File: config.mk
export PLATFORM = sky130hd
export DESIGN_NAME = adder_pipe
export DESIGN_NICKNAME = d
export VERILOG_FILES = /design/src/rtl/adder_pipe_pkg.sv /design/src/rtl/adder_pipe_stage.sv /design/src/rtl/adder_pipe.sv
export SDC_FILE = /design/constraint.sdc
export NUM_CORES = 1
export LEC_CHECK = 0
export BUFFER_PORTS_ARGS = -buffer_cell sky130_fd_sc_hd__buf_4
export CAP_MARGIN = 10
export CORE_ASPECT_RATIO = 1.75
export CORE_MARGIN = 8
export CORE_UTILIZATION = 41
export CTS_CLUSTER_DIAMETER = 40
export DETAILED_ROUTE_END_ITERATION = 10
export PLACE_DENSITY_LB_ADDON = 0.3
export SYNTH_ARGS = -nofsm -noshare
export SYNTH_HDL_FRONTEND = slang
export SYNTH_SLANG_ARGS = --single-unit
File: constraint.sdc
create_clock -name clk -period 2.56 [get_ports clk]
set_input_delay 0.384 -clock clk [delete_from_list [all_inputs] [get_ports clk]]
set_output_delay 0.384 -clock clk [all_outputs]
set_load 0.01 [all_outputs]
File: src/rtl/adder_pipe_pkg.sv
// Shared constants for the pipelined ripple-carry adder: default geometry and
// the per-stage chunk width derivation.
package adder_pipe_pkg;

    localparam int DEFAULT_WIDTH  = 16;
    localparam int DEFAULT_STAGES = 4;

    // Guarded so an illegal STAGES value reaches the elaboration check instead of dividing by zero.
    function automatic int chunk_width(input int width, input int stages);
        return (stages > 0) ? width / stages : width;
    endfunction

endpackage

File: src/rtl/adder_pipe_stage.sv
// One CHUNK-bit slice of the carry chain: adds its operand chunk plus the
// incoming carry and registers partial sum, carry and valid on enable.
module adder_pipe_stage #(
    parameter int CHUNK = 4
) (
    input  logic             clk,
    input  logic             rst_n,
    input  logic             en,
    input  logic             valid_in,
    input  logic             carry_in,
    input  logic [CHUNK-1:0] a_chunk,
    input  logic [CHUNK-1:0] b_chunk,
    output logic [CHUNK-1:0] sum_q,
    output logic             carry_q,
    output logic             valid_q
);

    logic [CHUNK:0] total;

    assign total = {1'b0, a_chunk} + {1'b0, b_chunk} + {{CHUNK{1'b0}}, carry_in};

    always_ff @(posedge clk or negedge rst_n) begin
        if (!rst_n) begin
            sum_q   <= '0;
            carry_q <= 1'b0;
            valid_q <= 1'b0;
        end else if (en) begin
            {carry_q, sum_q} <= total;
            valid_q          <= valid_in;
        end
    end

endmodule

File: src/rtl/adder_pipe.sv
// Pipelined ripple-carry adder, one register stage per CHUNK-bit carry chunk.
// Optional macro ADDER_PIPE_OVF_EN adds the signed-overflow output ovf.
module adder_pipe
    import adder_pipe_pkg::*;
#(
    parameter int WIDTH  = DEFAULT_WIDTH,
    parameter int STAGES = DEFAULT_STAGES
) (
    input  logic             clk,
    input  logic             rst_n,
    input  logic             in_valid,
    output logic             in_ready,
    input  logic [WIDTH-1:0] a,
    input  logic [WIDTH-1:0] b,
    input  logic             cin,
    output logic             out_valid,
    input  logic             out_ready,
    output logic [WIDTH-1:0] sum,
    output logic             cout
`ifdef ADDER_PIPE_OVF_EN
    ,
    output logic             ovf
`endif
);

    localparam int CHUNK = chunk_width(WIDTH, STAGES);

    if (STAGES < 1 || STAGES > WIDTH || (WIDTH % STAGES) != 0) begin : g_bad_params
        $error("adder_pipe: WIDTH must be a multiple of STAGES and STAGES must be in 1..WIDTH");
    end

    // The whole pipeline moves as one; bubbles are never squeezed out during a stall.
    logic adv;
    assign adv      = !out_valid || out_ready;
    assign in_ready = adv;

    for (genvar k = 0; k < STAGES; k++) begin : stg
        localparam int REM = WIDTH - k * CHUNK;

        logic [REM-1:0]         a_in;
        logic [REM-1:0]         b_in;
        logic                   carry_in;
        logic                   valid_in;
        logic [CHUNK-1:0]       chunk_sum;
        logic                   carry;
        logic                   valid;
        logic [(k+1)*CHUNK-1:0] sum_acc;

        if (k == 0) begin : g_first
            assign a_in     = a;
            assign b_in     = b;
            assign carry_in = cin;
            assign valid_in = in_valid;
            assign sum_acc  = chunk_sum;
        end else begin : g_next
            logic [k*CHUNK-1:0] lo_q;

            always_ff @(posedge clk or negedge rst_n) begin
                if (!rst_n) begin
                    lo_q <= '0;
                end else if (adv) begin
                    lo_q <= stg[k-1].sum_acc;
                end
            end

            assign a_in     = stg[k-1].g_fwd.a_rem;
            assign b_in     = stg[k-1].g_fwd.b_rem;
            assign carry_in = stg[k-1].carry;
            assign valid_in = stg[k-1].valid;
            assign sum_acc  = {chunk_sum, lo_q};
        end

        // Only the operand chunks still waiting to be added travel forward.
        if (k < STAGES - 1) begin : g_fwd
            logic [REM-CHUNK-1:0] a_rem;
            logic [REM-CHUNK-1:0] b_rem;

            always_ff @(posedge clk or negedge rst_n) begin
                if (!rst_n) begin
                    a_rem <= '0;
                    b_rem <= '0;
                end else if (adv) begin
                    a_rem <= a_in[REM-1:CHUNK];
                    b_rem <= b_in[REM-1:CHUNK];
                end
            end
        end

        adder_pipe_stage #(
            .CHUNK(CHUNK)
        ) u_stage (
            .clk     (clk),
            .rst_n   (rst_n),
            .en      (adv),
            .valid_in(valid_in),
            .carry_in(carry_in),
            .a_chunk (a_in[CHUNK-1:0]),
            .b_chunk (b_in[CHUNK-1:0]),
            .sum_q   (chunk_sum),
            .carry_q (carry),
            .valid_q (valid)
        );
    end

    assign sum       = stg[STAGES-1].sum_acc;
    assign cout      = stg[STAGES-1].carry;
    assign out_valid = stg[STAGES-1].valid;

`ifdef ADDER_PIPE_OVF_EN
    // Operand MSBs are captured with the final chunk so ovf lines up with sum.
    logic a_msb_q;
    logic b_msb_q;

    always_ff @(posedge clk or negedge rst_n) begin
        if (!rst_n) begin
            a_msb_q <= 1'b0;
            b_msb_q <= 1'b0;
        end else if (adv) begin
            a_msb_q <= stg[STAGES-1].a_in[CHUNK-1];
            b_msb_q <= stg[STAGES-1].b_in[CHUNK-1];
        end
    end

    assign ovf = (a_msb_q == b_msb_q) && (sum[WIDTH-1] != a_msb_q);
`endif

endmodule

### Yosys cells after proc, flatten, opt, wreduce, memory -nomap -nowiden

Cells that the tools add are included.

* $add $sub $neg: 8
* reduce and logical (&&, ||, !) cells: 2

Operator list (number)
* $add 4x4->5: 4
* $add 5x1->5: 4
* $logic_not 1->1: 1
* $logic_or 1x1->1: 1

* bits in registers: 96
* input port bits: 37
* output and inout bits: 19
* word-level logic and storage cells: 31

### Longest topological paths before layout

* depth after elaboration: 2
* depth in mapped cells: 7
* depth with buffers taken out: 6

### Modules after synthesis

A second synthesis with hierarchy kept.

* cells, all modules: 289
* area total of the unflattened synthesis: 4616.9 µm²

Modules (own cells, without submodules)
* adder_pipe: instances 1, cells each 153, area an instance 3045.4 µm², sequential area each 1801.7 µm²
* adder_pipe_stage: instances 4, cells each 34, area an instance 392.9 µm², sequential area each 150.1 µm²

### Worst setup path after synthesis

Ideal clock, no wire load.

* kind: in2reg
* start point: input a[0]
* end point: register stg[0].u_stage.carry_q
* library setup time: 0.127 ns
* arrival: 1.646 ns
* data required time: 2.433 ns
* setup slack: 0.786 ns
* stages on the path: 5
* path buffers: 0
* cell sequence: fa_1 > fa_1 > a21o_1 > a211oi_1 > a21oi_1

* word-level cells in the longest chain between the ends: 2

Ends and longest elaborated chain
* start: declaration: line adder_pipe.sv:13 `input logic [WIDTH-1:0] a,`
* $add 4x4->5: line adder_pipe_stage.sv:20 `assign total = {1'b0, a_chunk} + {1'b0, b_chunk} + {{CHUNK{1'b0}}, carry_in};`
* $add 5x1->5: line adder_pipe_stage.sv:20
* end signal: assignment: line adder_pipe_stage.sv:28 `{carry_q, sum_q} <= total;`
* end: declaration: line adder_pipe_stage.sv:14 `output logic carry_q,`

No other way between the ends.
A chain may end at the register's enable or synchronous reset.

### Worst setup path in the final report

* start point: register stg[3].u_stage.valid_q
* end point: output in_ready

* word-level cells in the longest chain between the ends: 2

Ends and longest elaborated chain
* start: declaration: line adder_pipe_stage.sv:15 `output logic valid_q`
* start signal: assignment: line adder_pipe_stage.sv:29 `valid_q <= valid_in;`
* $logic_not 1->1: line adder_pipe.sv:34 `assign adv = !out_valid || out_ready;`
* $logic_or 1x1->1: line adder_pipe.sv:34
* end: declaration: line adder_pipe.sv:12 `output logic in_ready,`

No other way between the ends.

==> implementation parameters <==
Parameter                              Value

Run status
  Outcome    finished clean

Setup path
  CP peak stage delay    0.34 ns
  CP max-delay cell    sky130_fd_sc_hd__dfrtp_1
  Highest fanout seen on the critical path    27
  Endpoint required time on the critical path    around 2.2 ns
  Worst Path Class, Setup    register to primary output
  Element type at the critical path end    primary output
  Crit path cell chain    nor2b_4 > clkinv_2 > buf_4
  Kind of start point of the critical path    register
  Worst Path Arrival    1.46 ns

Logic synthesis
  Post-synthesis register bit count    96
  Mapped Avg Cell Area    9.330 µm²
  Top-area cell type share of the netlist area    0.5825
  Gate count after technology mapping    442
  Largest family of logic cells by synthesized area    simple AND/OR/NAND/NOR gates
  Total of warnings raised by yosys    0
  Sequential fraction of the synthesis area    0.5825
  Synth top area cells    sky130_fd_sc_hd__dfrtp_1, sky130_fd_sc_hd__nand2_1, sky130_fd_sc_hd__fa_1, sky130_fd_sc_hd__ha_1, sky130_fd_sc_hd__o21ai_0
  Synth Cell Area    0.004124 mm²
  Synthesized netlist net count    499
  Multiplexer share of the synthesized area    0
  Compound-Gate Fraction of Synth Area    0.05704
  Post-Synth Adder-Cell Area    0.07524
  Post-synthesis share of cell area spent on and, or, nand and nor gates    0.2297
  Cell type contributing the most total cell area after synthesis    sky130_fd_sc_hd__dfrtp_1
  Number of unique standard cell types used by synthesis    24
  Post-Synth XOR/XNOR Area    0.008495

CTS
  Total setup buffers inserted after CTS    0
  CTS HTree Levels    3
  Total CTS buffers    9
  Clock tree from TritonCTS    built
  Root Buffer Master    sky130_fd_sc_hd__clkbuf_16
  Clock Latency Late Sink    0.33 ns
  Number of sinks handled by clock tree synthesis    96
  Clock-pin slew on the worst setup and hold paths    ~0.060 ns
  Maximum clock insertion buffer count    2

GRT
  Maximum number of pins on one net before global-route repair    90
  Met1 layer usage reported by global route    0.1229
  Global-route wire length before repair    13.01 mm
  Fraction of met2 tracks used by global routing    0.2085
  Layer carrying the most global-route usage    met2
  Number of global-route vias before repair    2947
  Grt met3 use    0.03483
  Overall overflow remaining after global route    0
  Antenna violations before repair    0
  Overall routing resource usage    0.1177

Place
  HPWL after detailed placement    5.186 mm
  Final estimated routing congestion in global placement    between 0.7 and 0.8
  Number of buffers added on ports    55

Routing
  Antenna violation net count after detailed routing    0
  Number of design rule violations left after detail routing    0
  Vias    2844
  Detail-routed via count per cell    4.565
  DRC marker count from the first detailed-route iteration    104
  Length of the first detailed-routing pass in iterations    4
  Routed length per instance    approximately 12 µm
  Post-detailed-routing wire length    7.443 mm

Power
  Max IR drop VDD    between 400 and 500 µV
  Power density relative to cell area    1187 mW/mm²
  Static Leakage    between 2 and 3 nW
  Post-layout power    between 0.005 and 0.006 W

Final layout
  Total area of multi-input combinational cells    0.001528 mm²
  Syn-to-layout area delta    19.54%
  Most frequent standard cell in the layout excluding fill and tap cells    sky130_fd_sc_hd__nand2_1
  Seq. cell area    0.002402 mm²
  Number of filler instances in the final layout    982
  Commonest non-fill, non-tap cells in the layout    sky130_fd_sc_hd__nand2_1, sky130_fd_sc_hd__dfrtp_1, sky130_fd_sc_hd__buf_4
  Layout cell share with drive strength beyond 1    0.1627
  Diode insertion count for antenna repair    0
  Final Net Count    550

Floorplanning
  Initial cell density of the core    0.4187
  Y dimension of the die    148.7 µm
  Number of rows created at floorplan    48
  Chip Width    91.82 µm
  Die outline area    0.01365 mm²
  Area of the core    0.009849 mm²
  I/O pins    56

STA
  RSZ-0062 raised after global routing    false
  Number of pins with negative max-slew slack in the final report    0
  Setup violators final    0
  Maximum frequency from static timing analysis    ~0.54 GHz
  Total negative slack for setup checks    0 ns
  Share of the cycle needed by the critical path after routing    0.7200
  Worst clock skew on the final layout    ~0.0067 ns
  Max_slew headroom    0.4468
  Min cycle time layout    roughly 1.8 ns
  Transition time at the pin with the least slew margin    approximately 0.83 ns
  Total count of hold-check failures in the final report    0

Hold path
  Type of the worst min-delay path    primary input to register

Flow run
  Max-cap violation count    0
## timing repair
item	in CTS	in global routing
resized for setup	0	0
hold endpoints to repair	14	0
hold buffers	1	0
## final cells by class
class | instances | share of cell area
inverters | 15 | 0.01168
clock buffers | 10 | 0.04645
multi-input cells | 310 | 0.3099
clock inverters | 6 | 0.01701
well taps | 125 | 0.03173
repair buffers | 61 | 0.09594
flip-flops and latches | 96 | 0.4873
## layer usage
metal	routed length [µm]	share of wire	vias up
li1	-	-	1462
met1	3134	0.42	1331
met2	3877	0.52	40
met3	276	0.037	11
met4	155	0.021	0
met5	0	0	-
## report_power, final
part | total (W) | switching [W] | internal (W)
clock network | 0.00138 | 0.000527 | 0.000852
logic | 0.00195 | 0.00109 | 0.000862
registers | 0.00253 | 0.000350 | 0.00218
## final timing paths
check	start	endpoint	slack, ns	depth (start not counted)
setup reg to reg	stg[0].u_stage.carry_q$_DFFE_PN0P_	stg[1].u_stage.carry_q$_DFFE_PN0P_	0.87	6
hold / removal	b[15]	stg[0].g_fwd.b_rem[11]$_DFFE_PN0P_	0.24	3
max in group asynchronous	rst_n	stg[1].u_stage.valid_q$_DFFE_PN0P_	1.32	3
min in group asynchronous	rst_n	stg[1].g_next.lo_q[2]$_DFFE_PN0P_	0.44	2
setup / recovery	stg[3].u_stage.valid_q$_DFFE_PN0P_	in_ready	0.72	3
hold reg to reg	stg[2].u_stage.valid_q$_DFFE_PN0P_	stg[2].u_stage.valid_q$_DFFE_PN0P_	0.46	2
## critical path, delay by kind of cell (launching register included)
kind	cells	cell delay [ns]
buf+inv	2	0.63
flops	1	0.34
simple gates	1	0.15
## sequential cells by signal (all words and copies together), names as in the netlist
name                 cells
stg.u_stage.valid_q      4
stg.u_stage.carry_q      4
stg.u_stage.sum_q       16
stg.g_fwd.b_rem         24
stg.g_next.lo_q         24
stg.g_fwd.a_rem         24
## logic make-up after synthesis
logic type | after synthesis
XOR/XNOR | 4
buffers and inverters | 36
adder cells (fa/ha/maj) | 20
AO/OA/AOI/OAI | 40
flip-flops | 96
AND/OR/NAND/NOR | 246
## Yosys cell counts
cell type / instances
sky130_fd_sc_hd__nand2_1: 229
sky130_fd_sc_hd__dfrtp_1: 96
sky130_fd_sc_hd__o21ai_0: 21
sky130_fd_sc_hd__inv_1: 14
sky130_fd_sc_hd__ha_1: 12
sky130_fd_sc_hd__nor2_1: 10
sky130_fd_sc_hd__buf_4: 8
sky130_fd_sc_hd__fa_1: 8
sky130_fd_sc_hd__a21oi_1: 7
sky130_fd_sc_hd__buf_2: 5
sky130_fd_sc_hd__clkbuf_1: 5
sky130_fd_sc_hd__a21o_1: 4
sky130_fd_sc_hd__a21oi_2: 4
sky130_fd_sc_hd__nor2b_1: 4
sky130_fd_sc_hd__buf_6: 3
sky130_fd_sc_hd__xor2_1: 3
sky130_fd_sc_hd__o21a_1: 2
sky130_fd_sc_hd__a211oi_1: 1
sky130_fd_sc_hd__inv_2: 1
sky130_fd_sc_hd__nand2b_1: 1
sky130_fd_sc_hd__nor2b_4: 1
sky130_fd_sc_hd__nor3_1: 1
sky130_fd_sc_hd__o31ai_1: 1
sky130_fd_sc_hd__xnor2_1: 1
## stage by stage
stage	hold WS (ns)	cell area (µm²)	setup slack, ns	std cells	utilization
after detailed placement	0.2611	4607	0.5632	606	0.4677
after floorplan	0.08841	4124	0.7864	442	-
after global routing	0.2279	4930	0.5935	623	0.5005
after global placement	0.2553	4607	0.5941	606	0.4677
final	0.2410	4930	0.7167	623	0.5005
after CTS	0.2262	4930	0.6805	623	0.5005
Note: power is estimated with default switching activity, not from simulation.
